<file path="src/rtl/time_register_pkg.sv">
// Shared definitions for the time_register block: FSM state encodings,
// BCD counter moduli and digit limits, and a small width helper.
package time_register_pkg;

  // Legacy-compatible state encodings, wrapped by an enum for internal use.
  localparam logic [1:0] ST_RUN     = 2'd0;
  localparam logic [1:0] ST_SET_HRS = 2'd1;
  localparam logic [1:0] ST_SET_MIN = 2'd2;

  typedef enum logic [1:0] {
    RUN     = ST_RUN,
    SET_HRS = ST_SET_HRS,
    SET_MIN = ST_SET_MIN
  } state_t;

  // Counter moduli.
  localparam int unsigned SEC_MODULUS = 60;
  localparam int unsigned MIN_MODULUS = 60;
  localparam int unsigned HRS_MODULUS = 24;

  // Largest legal values.
  localparam int unsigned SEC_MAX      = 59;
  localparam int unsigned MIN_MAX      = 59;
  localparam int unsigned HRS_MAX      = 23;
  localparam int unsigned ONES_MAX     = 9;
  localparam int unsigned SEC_TENS_MAX = 5;
  localparam int unsigned MIN_TENS_MAX = 5;
  localparam int unsigned HRS_TENS_MAX = 2;

  // Tens-digit widths of the output ports.
  localparam int unsigned SEC_TENS_W = 3;
  localparam int unsigned MIN_TENS_W = 3;
  localparam int unsigned HRS_TENS_W = 2;

  // Bits needed to hold values 0..n (at least one bit).
  function automatic int unsigned cnt_width(input int unsigned n);
    return (n < 2) ? 1 : $clog2(n + 1);
  endfunction

endpackage

</file>
<file path="src/rtl/time_register_bcd_mod_counter.sv">
// bcd_mod_counter: two-digit BCD counter wrapping at MODULUS-1 -> 00.
// Ports:
//   i_clk    - rising-edge clock
//   i_reset  - asynchronous active-high reset, clears to 00
//   i_inc    - advance by one this cycle
//   i_clr    - clear to 00 this cycle (wins over i_inc)
//   o_tens   - tens digit (TENS_W bits)
//   o_ones   - ones digit
//   o_carry  - combinational: high when i_inc wraps the counter this cycle
module bcd_mod_counter
  import time_register_pkg::*;
#(
  parameter int unsigned MODULUS = 60,
  parameter int unsigned TENS_W  = 3
) (
  input  logic              i_clk,
  input  logic              i_reset,
  input  logic              i_inc,
  input  logic              i_clr,
  output logic [TENS_W-1:0] o_tens,
  output logic [3:0]        o_ones,
  output logic              o_carry
);

  // Last value before wrap, split into digits (e.g. 23 -> 2/3 for hours).
  localparam logic [TENS_W-1:0] TENS_LAST = TENS_W'((MODULUS - 1) / 10);
  localparam logic [3:0]        ONES_LAST = 4'((MODULUS - 1) % 10);
  localparam logic [3:0]        ONES_TOP  = 4'(ONES_MAX);

  logic at_last;

  assign at_last = (o_tens == TENS_LAST) && (o_ones == ONES_LAST);
  assign o_carry = i_inc && !i_clr && at_last;

  always_ff @(posedge i_clk or posedge i_reset) begin
    if (i_reset) begin
      o_tens <= '0;
      o_ones <= '0;
    end else if (i_clr) begin
      o_tens <= '0;
      o_ones <= '0;
    end else if (i_inc) begin
      if (at_last) begin
        o_tens <= '0;
        o_ones <= '0;
      end else if (o_ones == ONES_TOP) begin
        o_tens <= o_tens + TENS_W'(1);
        o_ones <= '0;
      end else begin
        o_ones <= o_ones + 4'd1;
      end
    end
  end

endmodule

</file>
<file path="src/rtl/time_register.sv">
// time_register: 24 h BCD time-of-day register with run and set modes.
// Ports:
//   i_clk, i_reset          - clock, async active-high reset
//   i_en                    - global enable; strobes ignored when low
//   i_1hz_stb               - timekeeping strobe (counted in RUN)
//   i_timeset_stb           - adjust strobe (counted in SET_HRS / SET_MIN)
//   i_set_hours/minutes     - set buttons; hours has priority
//   o_hours_*/o_min_*/o_sec_* - registered BCD time
//   o_fast_set              - high once FAST_SET_DELAY strobes applied in the current set mode
//   o_day_stb               - one-cycle pulse on the 23:59:59 -> 00:00:00 rollover
module time_register
  import time_register_pkg::*;
#(
  parameter int unsigned FAST_SET_DELAY = 8
) (
  input  logic       i_clk,
  input  logic       i_reset,
  input  logic       i_en,
  input  logic       i_1hz_stb,
  input  logic       i_timeset_stb,
  input  logic       i_set_hours,
  input  logic       i_set_minutes,
  output logic [1:0] o_hours_tens,
  output logic [3:0] o_hours_ones,
  output logic [2:0] o_min_tens,
  output logic [3:0] o_min_ones,
  output logic [2:0] o_sec_tens,
  output logic [3:0] o_sec_ones,
  output logic       o_fast_set,
  output logic       o_day_stb
);

  localparam int unsigned       CNT_W     = cnt_width(FAST_SET_DELAY);
  localparam logic [CNT_W-1:0] FAST_LAST = CNT_W'(FAST_SET_DELAY);

  state_t           state;
  state_t           next_state;
  logic             state_change;
  logic             run_tick;
  logic             set_tick;
  logic             sec_inc, sec_clr, sec_carry;
  logic             min_inc, min_carry;
  logic             hrs_inc, hrs_carry;
  logic [CNT_W-1:0] strobe_cnt;
  logic [CNT_W-1:0] cnt_next;

  always_comb begin
    if (i_set_hours)        next_state = SET_HRS;
    else if (i_set_minutes) next_state = SET_MIN;
    else                    next_state = RUN;
  end

  // Strobes are qualified by next_state so that the first cycle of a new
  // mode already acts according to that mode.
  assign state_change = (next_state != state);
  assign run_tick     = i_en && i_1hz_stb     && (next_state == RUN);
  assign set_tick     = i_en && i_timeset_stb && (next_state != RUN);

  assign sec_inc = run_tick;
  assign sec_clr = set_tick && (next_state == SET_MIN);
  // Minute carry feeds hours only in RUN; set-mode wraps stay local.
  assign min_inc = (run_tick && sec_carry) || (set_tick && (next_state == SET_MIN));
  assign hrs_inc = (run_tick && min_carry) || (set_tick && (next_state == SET_HRS));

  bcd_mod_counter #(
    .MODULUS(SEC_MODULUS),
    .TENS_W (SEC_TENS_W)
  ) u_sec (
    .i_clk  (i_clk),
    .i_reset(i_reset),
    .i_inc  (sec_inc),
    .i_clr  (sec_clr),
    .o_tens (o_sec_tens),
    .o_ones (o_sec_ones),
    .o_carry(sec_carry)
  );

  bcd_mod_counter #(
    .MODULUS(MIN_MODULUS),
    .TENS_W (MIN_TENS_W)
  ) u_min (
    .i_clk  (i_clk),
    .i_reset(i_reset),
    .i_inc  (min_inc),
    .i_clr  (1'b0),
    .o_tens (o_min_tens),
    .o_ones (o_min_ones),
    .o_carry(min_carry)
  );

  bcd_mod_counter #(
    .MODULUS(HRS_MODULUS),
    .TENS_W (HRS_TENS_W)
  ) u_hrs (
    .i_clk  (i_clk),
    .i_reset(i_reset),
    .i_inc  (hrs_inc),
    .i_clr  (1'b0),
    .o_tens (o_hours_tens),
    .o_ones (o_hours_ones),
    .o_carry(hrs_carry)
  );

  // A mode change restarts the count; a strobe landing on that same cycle
  // is the first strobe of the new mode.
  always_comb begin
    cnt_next = strobe_cnt;
    if (state_change) begin
      cnt_next = set_tick ? CNT_W'(1) : '0;
    end else if (set_tick && (strobe_cnt != FAST_LAST)) begin
      cnt_next = strobe_cnt + CNT_W'(1);
    end
  end

  always_ff @(posedge i_clk or posedge i_reset) begin
    if (i_reset) begin
      state      <= RUN;
      strobe_cnt <= '0;
      o_fast_set <= 1'b0;
      o_day_stb  <= 1'b0;
    end else begin
      state      <= next_state;
      strobe_cnt <= cnt_next;
      o_fast_set <= (cnt_next == FAST_LAST);
      o_day_stb  <= run_tick && hrs_carry;
    end
  end

endmodule

</file>
<file path="config.mk">
export PLATFORM = sky130hd
export DESIGN_NAME = time_register
export DESIGN_NICKNAME = d
export VERILOG_FILES = /design/src/rtl/time_register_pkg.sv /design/src/rtl/time_register_bcd_mod_counter.sv /design/src/rtl/time_register.sv
export SDC_FILE = /design/constraint.sdc
export NUM_CORES = 1
export LEC_CHECK = 0
export ABC_AREA = 1
export CAP_MARGIN = 20
export CORE_UTILIZATION = 56
export DETAILED_ROUTE_END_ITERATION = 10
export DONT_BUFFER_PORTS = 1
export PLACE_DENSITY = 0.71
export SLEW_MARGIN = 20
export SYNTH_ARGS = -nofsm -noshare
export SYNTH_HDL_FRONTEND = slang
export SYNTH_SLANG_ARGS = --single-unit
export TNS_END_PERCENT = 50
</file>
<file path="constraint.sdc">
create_clock -name i_clk -period 1.6 [get_ports i_clk]
set_clock_uncertainty 0.2 [all_clocks]
set_input_delay 0.24 -clock i_clk [delete_from_list [all_inputs] [get_ports i_clk]]
set_output_delay 0.24 -clock i_clk [all_outputs]
set_load 0.02 [all_outputs]
</file>
# Word level (Yosys, flattened, before mapping)
# Index checks and enable logic that the tools add are counted.
[word_totals]
elab_cells = 79
input_bits = 7
out_inout_bits = 22
register_bits = 28
[classes]
n_mux = 21
reduce_logical = 29
add_sub_neg = 7
eq_ne = 12
[ops]
columns = ["cell", "count"]
rows = [
  ["$mux W4", 10],
  ["$mux W3", 6],
  ["$logic_and A1 B1 Y1", 17],
  ["$add A4 B1 Y4 const B", 4],
  ["$eq A4 B4 Y1 const B", 4],
  ["$mux W2", 4],
  ["$reduce_bool A2 Y1", 4],
  ["$add A3 B1 Y3 const B", 2],
  ["$eq A3 B3 Y1 const B", 2],
  ["$reduce_and A2 Y1", 3],
  ["$eq A2 B2 Y1 const B", 2],
  ["$eq A4 B2 Y1 const B", 1],
  ["$ne A4 B4 Y1 const B", 1],
  ["$reduce_bool A3 Y1", 1],
  ["$add A2 B1 Y2 const B", 1],
  ["$eq A2 B1 Y1 const B", 1],
  ["$logic_not A2 Y1", 1],
  ["$logic_or A1 B1 Y1", 2],
  ["$ne A2 B2 Y1", 1],
  ["$logic_not A1 Y1", 1],
  ["$mux W1", 1],
]

# Longest topological paths before layout
# Gate-level depths: netlist of run 1.
[logic_depth]
word_depth = 15
depth_mapped = 11
ltp_nobuf = 11

# Cells and area by module
# From an unflattened synthesis of run 1, not the netlist that was laid out.
[hier_totals]
cells_unflattened = 241
hier_area_um2 = 1855.5
[by_module_without_submodules]
columns = ["mod", "seq_area_each_um2", "area_per_inst_um2", "cells_each", "n_inst"]
rows = [
  ["bcd_mod_counter (u_min ...)", 175.2, 464.2, 58, 2],
  ["time_register", 200.2, 534.3, 75, 1],
  ["bcd_mod_counter (u_hrs)", 150.1, 392.9, 50, 1],
]

# Least setup slack after synthesis of run 1
# No wires, ideal clock.
[synth_timing]
kind = "register to register"
start = "register u_min.o_ones[0]"
end = "register u_hrs.o_tens[1]"
arrival_time_ns = 1.470
path_stages_with_launch = 11
required_time_ns = 1.282
period_less_slack_ns = 1.788
path_buffers = 0
setup_slack_ns = -0.188
setup_time_ns = 0.118
path_cell_list = "dfrtp_1 -> ha_1 -> nand2_1 -> nor2_4 -> nand2_1 -> nor2_1 -> nand2_2 -> nand2_4 -> nand2_2 -> nand2_1 -> nand2_1"
[synth_between]
elab_chain_cells = 6
[synth_lines]
columns = ["element", "line", "text"]
rows = [
  ["start, declared", "time_register_bcd_mod_counter.sv:21", "output logic [3:0] o_ones,"],
  ["start signal, assigned", "time_register_bcd_mod_counter.sv:50", "o_ones <= o_ones + 4'd1;"],
  ["$eq A4 B4 Y1", "time_register_bcd_mod_counter.sv:32", "assign at_last = (o_tens == TENS_LAST) && (o_ones == ONES_LAST);"],
  ["$logic_and A1 B1 Y1", "time_register_bcd_mod_counter.sv:32", ""],
  ["$logic_and A1 B1 Y1", "time_register_bcd_mod_counter.sv:33", "assign o_carry = i_inc && !i_clr && at_last;"],
  ["$logic_and A1 B1 Y1", "time_register.sv:63", "assign hrs_inc = (run_tick && min_carry) || (set_tick && (next_state == SET_HRS));"],
  ["$logic_or A1 B1 Y1", "time_register.sv:63", ""],
  ["$reduce_and A2 Y1 (no source line)", "--", ""],
  ["end signal, assigned", "time_register_bcd_mod_counter.sv:47", "o_tens <= o_tens + TENS_W'(1);"],
  ["end, declared", "time_register_bcd_mod_counter.sv:20", "output logic [TENS_W-1:0] o_tens,"],
]
# No other way between the ends.
# A chain may end at the register's enable or synchronous reset.

# Worst setup path in the final report of run 1
[layout_timing]
start = "register u_sec.o_ones[1]"
end = "register u_hrs.o_tens[0]"
[layout_between]
elab_chain_cells = 9
[layout_lines]
columns = ["element", "line", "text"]
rows = [
  ["start, declared", "time_register_bcd_mod_counter.sv:21", ""],
  ["start signal, assigned", "time_register_bcd_mod_counter.sv:50", ""],
  ["$eq A4 B4 Y1", "time_register_bcd_mod_counter.sv:32", ""],
  ["$logic_and A1 B1 Y1", "time_register_bcd_mod_counter.sv:32", ""],
  ["$logic_and A1 B1 Y1", "time_register_bcd_mod_counter.sv:33", ""],
  ["$logic_and A1 B1 Y1", "time_register.sv:62", "assign min_inc = (run_tick && sec_carry) || (set_tick && (next_state == SET_MIN));"],
  ["$logic_or A1 B1 Y1", "time_register.sv:62", ""],
  ["$logic_and A1 B1 Y1", "time_register_bcd_mod_counter.sv:33", ""],
  ["$logic_and A1 B1 Y1", "time_register.sv:63", ""],
  ["$logic_or A1 B1 Y1", "time_register.sv:63", ""],
  ["$reduce_and A2 Y1 (no source line)", "--", ""],
]
# No other way between the ends.

==> run summary, run 1 <==
Seq/Total Area, Yosys -> 39.9%
CP endpoint kind -> flip-flop
Min-delay worst type -> in2reg
Final Setup Violations -> 16
I/O Pins -> 29
Post-Route WL -> 4.04 mm
Simple-gate area share of the yosys netlist -> 35.0%
Port Buf Inserts -> 0
Failing checks -> design-rule violations, negative setup slack
Share of cells above drive strength 1 -> 30.8%
Syn avg cell area -> 7.84 sq um
Synth-to-layout area growth -> 28.7%
Compound-Gate Fraction of Synth Area -> 5.35%
Status -> finished with violations
Cell area after layout -> 0.00226 sq mm
Gate Count Post-Synth -> 224
Tcrit/Tclk final -> 106%
Longest Clk Path Bufs -> 2
Final slew viol count -> 0
Highest Clock Rate -> 591 MHz
GR Layer Usage met1 -> 29.6%
Met3 Use GR -> 4.46%
Hold depth -> 4
Synth unique cells -> 24
Leakage -> 1.26 nW
# rows -> 19
Largest net degree at the start of global routing -> 17
FF+latch count, synth -> 28
DR pass1 iterations -> 7
Power Dens Cells -> 1100 mW/mm^2
Clock Tree Root -> clkbuf_4
RSZ-0062 raised after global routing -> yes
Routed Antenna Nets -> 0
Die span in x -> 58.0 um
Initial DRC count -> 81
# diodes -> 0
Placed instance area -> 0.00203 sq mm
Post-Syn Area -> 0.00176 sq mm
Final Hold Vio Count -> 0
Drt wl/cell -> 13.6 um
Met2 Use GR -> 45.8%
Top cell type by total area after synthesis -> dfrtp_1
DR vias -> 1625
Tmin final -> 1.69 ns
Sw Pwr -> 0.961 mW
Clock-pin slew on the worst setup and hold paths -> 0.17 ns
Clk_lat worst skew -> 0.35 ns
Yosys warnings -> 0
Die Span Y -> 58.0 um
Crit path arrival time -> 1.76 ns
Nets -> 286
Yosys top cell area share -> 39.9%
DP HPWL -> 2.88 mm
H-tree depth -> 1
Residual DRC count -> 1
P_int -> 1.53 mW
Max VDD drop -> 900 uV
Clk sink count -> 28
Initial antenna violation count -> 0
Worst Path Required -> 1.66 ns
Most frequent cells in the layout -> nand2_1, buf_4, inv_1
Ranking of synthesized cells by area -> dfrtp_1, nand2_1, ha_1
Post-synthesis net count -> 243
CTS Buf Count -> 3
Grt ovf -> 0
Max_cap viols -> 0
Post-place setup slack -> -0.0973 ns
R2r worst-path depth -> 11
Main combinational cell family by area after synthesis -> simple AND/OR/NAND/NOR gates
Core area -> 0.00285 sq mm
Flop pwr share -> 38.9%
First-pass GRT wire length -> 6.47 mm
GRT Max-Usage Layer -> met2
CTS tree -> done
Vias per cell -> 5.47
Sw frac -> 38.5%
XOR/XNOR share of the synthesized area -> 3.49%
Starting Density -> 61.5%
Crit Path Category -> reg2reg
Final Util -> 79.2%
Tightest Pin Transition -> 0.412 ns
Setup ws final -> -0.0918 ns
Rel. slew slack -> 72.5%
CP Max Fanout -> 5
CP Launch Type -> flip-flop
Vias in the first global route -> 1565
GRT Util Overall -> 24.8%
Die area -> 0.00336 sq mm
Adder-cell share of the synthesized area -> 8.55%
Clock power frac -> 19.5%
Mux share of post-synthesis cell area -> 0%
Overall Power -> 2.50 mW
Comb power frac -> 41.6%
GPL Wtd Cong -> 0.865
Commonest non-fill, non-tap cell in the layout -> nand2_1
==> critical path: stages (launching register included) <==
cell	delay (ns)
dfrtp_2	0.45
inv_2	0.07
ha_4	0.12
nand2_2	0.06
nor2_4	0.12
nand2_2	0.10
nand2_4	0.13
nand2_4	0.08
nand2_4	0.09
nand2_2	0.06
nand2_1	0.07
nand2_1	0.05
==> path summary, 6_finish.rpt <==
| kind | startpoint | slack [ns] | end |
|---|---|---|---|
| setup / recovery | u_sec.o_ones[1]$_DFFE_PP0P_ | -0.09 | u_hrs.o_tens[0]$_DFFE_PP0P_ |
| min in group asynchronous | i_reset | 0.09 | u_min.o_tens[1]$_DFFE_PP0P_ |
| hold / removal | i_set_hours | 0.02 | strobe_cnt[2]$_DFF_PP0_ |
| max in group asynchronous | i_reset | 0.58 | state[1]$_DFF_PP0_ |
| setup reg to reg | u_sec.o_ones[1]$_DFFE_PP0P_ | -0.09 | u_hrs.o_tens[0]$_DFFE_PP0P_ |
| hold reg to reg | u_hrs.o_ones[3]$_DFFE_PP0P_ | 0.40 | u_hrs.o_ones[3]$_DFFE_PP0P_ |
==> cell type report <==
type | instances | area (sq um)
Fill cell | 207 | 593
Tap cell | 31 | 38.8
Inverter | 30 | 118
Clock buffer | 3 | 22.5
Clock inverter | 1 | 30.0
Sequential cell | 28 | 706
Timing Repair Buffer | 38 | 300
Multi-Input combinational cell | 166 | 1040
==> per-stage QoR <==
step           hold WS [ns]  setup TNS (ns)  cells
2_1_floorplan        0.0714           -1.15    224
3_3_place_gp        -0.0796          -0.198    283
3_5_place_dp        -0.0628          -0.660    283
4_1_cts              0.0189          -0.642    294
5_1_grt              0.0534           -2.33    297
6_report             0.0171          -0.931    297
==> cell families (layout without fill, tap and decap cells) <==
kind of cell               after synthesis  after routing
AOI/OAI and AO/OA                       17             17
xor gates and xnor gates                 7              7
DFF                                     28             28
buffers and inverters                   32             72
and+or+nand+nor                        128            130
adders and majority gates               12             12
==> per-layer routing <==
metal | part of all wire, % | wire (um)
met2 | 53 | 2130
met4 | 0.72 | 29
met1 | 42 | 1710
met3 | 4.1 | 166
met5 | 0 | 0
==> flip-flops by register name, summed over array words and instances, names as in the netlist <==
signal,cells
u_sec.o_ones,4
o_fast_set,1
u_hrs.o_tens,2
u_hrs.o_ones,4
u_min.o_ones,4
u_sec.o_tens,3
state,2
u_min.o_tens,3
o_day_stb,1
strobe_cnt,4
==> power groups by stage <==
| stage | combinational (mW) | clock (mW) | sequential [mW] |
|---|---|---|---|
| floorplan | 0.417 | 0 | 1.16 |
| global placement | 0.911 | 0 | 0.968 |
| detailed placement | 0.951 | 0 | 0.975 |
| CTS | 0.983 | 0.493 | 0.963 |
| global route | 1.13 | 0.503 | 0.990 |
| finish | 1.04 | 0.487 | 0.972 |
==> cells in the mapped netlist, drive strengths merged <==
| library cell | n |
|---|---|
| inv | 30 |
| buf | 2 |
| o31ai | 1 |
| nand4 | 2 |
| ha | 12 |
| xnor2 | 2 |
| nand3b | 3 |
| xor2 | 5 |
| dfrtp | 28 |
| nand3 | 25 |
| and3 | 1 |
| nor2 | 25 |
| or2 | 2 |
| nand2 | 70 |
| o22ai | 1 |
| o21ai | 12 |
| a21oi | 3 |
==> repair_timing <==
item	in CTS	in global routing
pin swaps	8	12
hold buffers	3	0
cloned	2	0
endpoints found under the hold margin	32	0
setup endpoints to repair	19	21
setup buffers	2	3
resized for setup	11	16
(Power assumes the default switching activity.)
==> run 2, diff against run 1 <==
Settings changed: CORE_UTILIZATION 56 to 62, CTS_CLUSTER_SIZE from default to 10, PLACE_DENSITY 0.71 to 0.75.
Clock period 1.6 ns to 1.9 ns, I/O delays scaled along.
==> run summary, run 2 (synthesized netlist as in run 1, its figures left out) <==
Hold_ws -> 0.0167 ns (-0.000379 ns)
Post-Layout Cell Count -> 277 (-6.7%)
Tightest Pin Transition -> 0.578 ns (+0.166 ns)
I/O Pins -> 29 (unchanged)
Crit path arrival time -> 1.81 ns (+0.05 ns)
Crit Path Category -> reg2reg
Status -> completed
Core area -> 0.00257 sq mm (-10%)
Power Dens Cells -> 917 mW/mm^2 (-17%)
Clock-pin slew on the worst setup and hold paths -> 0.15 ns (-0.02 ns)
Multi-input logic area -> 922 sq um (-12%)
H-tree depth -> 1 (unchanged)
Post-Route WL -> 3.62 mm (-10%)
Drt wl/cell -> 13.1 um (-4.0%)
Clk sink count -> 28 (unchanged)
Crit path top cell by count -> nand2_1
Synth-to-layout area growth -> 12.1%
Die span in x -> 55.2 um (-4.8%)
Initial antenna violation count -> 0 (unchanged)
Clock Tree Root -> clkbuf_4
Clk_lat worst skew -> 0.32 ns (-0.03 ns)
Vias per cell -> 5.43 (-0.83%)
Leakage -> 1.12 nW (-11%)
Family with the most delay on the worst path -> simple AND/OR/NAND/NOR gates
Vias in the first global route -> 1494 (-4.5%)
DR vias -> 1503 (-7.5%)
CP Launch Type -> flip-flop
Most frequent cells in the layout -> nand2_1, inv_1, dfrtp_1
DR pass1 iterations -> 4 (-3)
Cell area after layout -> 0.00197 sq mm (-13%)
CP cell instances -> inv_1, ha_1, nand2_1, nor2_2, inv_1, nand2_2, nand2_4, nor2_8, nand2_2, nand2_1, nand2_1
CP bufs+invs -> 2 (+1)
Overall Power -> 1.80 mW (-28%)
Final Setup Violations -> 0 (-16)
Starting Density -> 68.4% (+6.8 points)
Initial DRC count -> 50 (-38%)
Tmin final -> 1.78 ns (+0.0858 ns)
DP HPWL -> 2.73 mm (-5.1%)
Setup TNS -> 0 ns (+0.931 ns)
RSZ-0062 raised after global routing -> no
Tcrit/Tclk final -> 93.6% (-12 points)
Die Span Y -> 55.2 um (-4.8%)
Fillers -> 188 (-9.2%)
Port Buf Inserts -> 0 (unchanged)
Max_cap viols -> 0 (unchanged)
Max VDD drop -> 794 uV (-12%)
CTS tree -> done
Longest Clk Path Bufs -> 2 (unchanged)
Worst Path Required -> 1.93 ns (+0.27 ns)
Routed Antenna Nets -> 0 (unchanged)
GPL Wtd Cong -> 0.812 (-6.1%)
Commonest non-fill, non-tap cell in the layout -> nand2_1
CP peak stage delay -> 0.41 ns (-0.04 ns)
Rel. slew slack -> 61.0% (-11 points)
Grt ovf -> 0 (unchanged)
GRT Util Overall -> 24.8% (about the same)
Storage cell area -> 701 sq um (-0.71%)
Share of cells above drive strength 1 -> 16.6% (-14 points)
Residual DRC count -> 0 (-1)
Final slew viol count -> 0 (unchanged)
Placed instance area -> 0.00191 sq mm (-6.2%)
Highest Clock Rate -> 563 MHz (-4.8%)
CP Max Fanout -> 12 (+7)
First-pass GRT wire length -> 6.13 mm (-5.1%)
CP endpoint kind -> flip-flop
Nets -> 268 (-6.3%)
Final Hold Vio Count -> 0 (unchanged)
Post-Place Cells -> 270 (-4.6%)
Min-delay worst type -> in2reg
# diodes -> 0 (unchanged)
Die area -> 0.00305 sq mm (-9.4%)
CTS Buf Count -> 3 (unchanged)
Slowest stage cell, crit path -> dfrtp_1
Largest net degree at the start of global routing -> 29 (+12)
# rows -> 18 (-1)
-- run 2: cell count changes in the layout (fill, tap and decap cells not counted), moves of 4 or more --
cell,change
nand2_2,-4
nand2_4,-4
nand2_1,+7
dfrtp_2,-4
dfrtp_1,+4
buf_4,-14
o21ai_0,+4
-- run 2: area by class of cell --
type | count | area share, %
clock buffer | 3 | 1.14
timing repair buffer | 22 | 8.77
inverter | 30 | 5.72
tap | 30 | 1.91
multi-input combinational | 164 | 46.9
sequential | 28 | 35.6
-- run 2: stage by stage --
stage / worst slack (ns) / util [%]
6_report: 0.122 / 76.7
5_1_grt: 0.0122 / 76.7
4_1_cts: 0.109 / 76.3
3_5_place_dp: 0.138 / 74.2
3_3_place_gp: 0.240 / 74.2
2_1_floorplan: 0.112 / -
-- run 2: path summary, 6_finish.rpt --
path                                             start  slack, ns                           to  depth (start not counted)
max                        u_sec.o_ones[1]$_DFFE_PP0P_       0.12  u_min.o_tens[2]$_DFFE_PP0P_                         11
min                                        i_set_hours       0.02      strobe_cnt[0]$_DFF_PP0_                          3
max reg2reg                u_sec.o_ones[1]$_DFFE_PP0P_       0.12  u_min.o_tens[2]$_DFFE_PP0P_                         11
min reg2reg                u_min.o_ones[1]$_DFFE_PP0P_       0.39  u_min.o_ones[1]$_DFFE_PP0P_                          2
max in group asynchronous                      i_reset       0.98  u_hrs.o_tens[0]$_DFFE_PP0P_                          3
min in group asynchronous                      i_reset       0.26  u_sec.o_tens[0]$_DFFE_PP0P_                          3
-- run 2: per-layer routing --
metal / global-route usage [%] / vias to the layer above / part of all wire, %
met4: 8.93 / 0 / 0.77
li1: - / 756 / -
met1: 28.5 / 719 / 41
met5: 0 / - / 0
met2: 46.3 / 24 / 55
met3: 3.51 / 4 / 3.2
-- run 2: worst reg2reg max path, stage by stage, from the launching register on --
cell and delay, ns:
dfrtp_1 0.41, inv_1 0.08, ha_1 0.15, nand2_1 0.07
nor2_2 0.11, inv_1 0.06, nand2_2 0.08, nand2_4 0.13
nor2_8 0.19, nand2_2 0.08, nand2_1 0.07, nand2_1 0.06
-- run 2: timing repair --
item / CTS / global route
resized for setup: 0 / 1
hold endpoints to repair: 30 / 0
buffers inserted: 0 / 1
setup endpoints to repair: 0 / 4
hold buffers: 3 / 0
-- run 2: where the power goes --
| group | internal, mW | switching (mW) |
|---|---|---|
| combinational | 0.300 | 0.469 |
| sequential | 0.705 | 0.0845 |
| clock | 0.0743 | 0.172 |
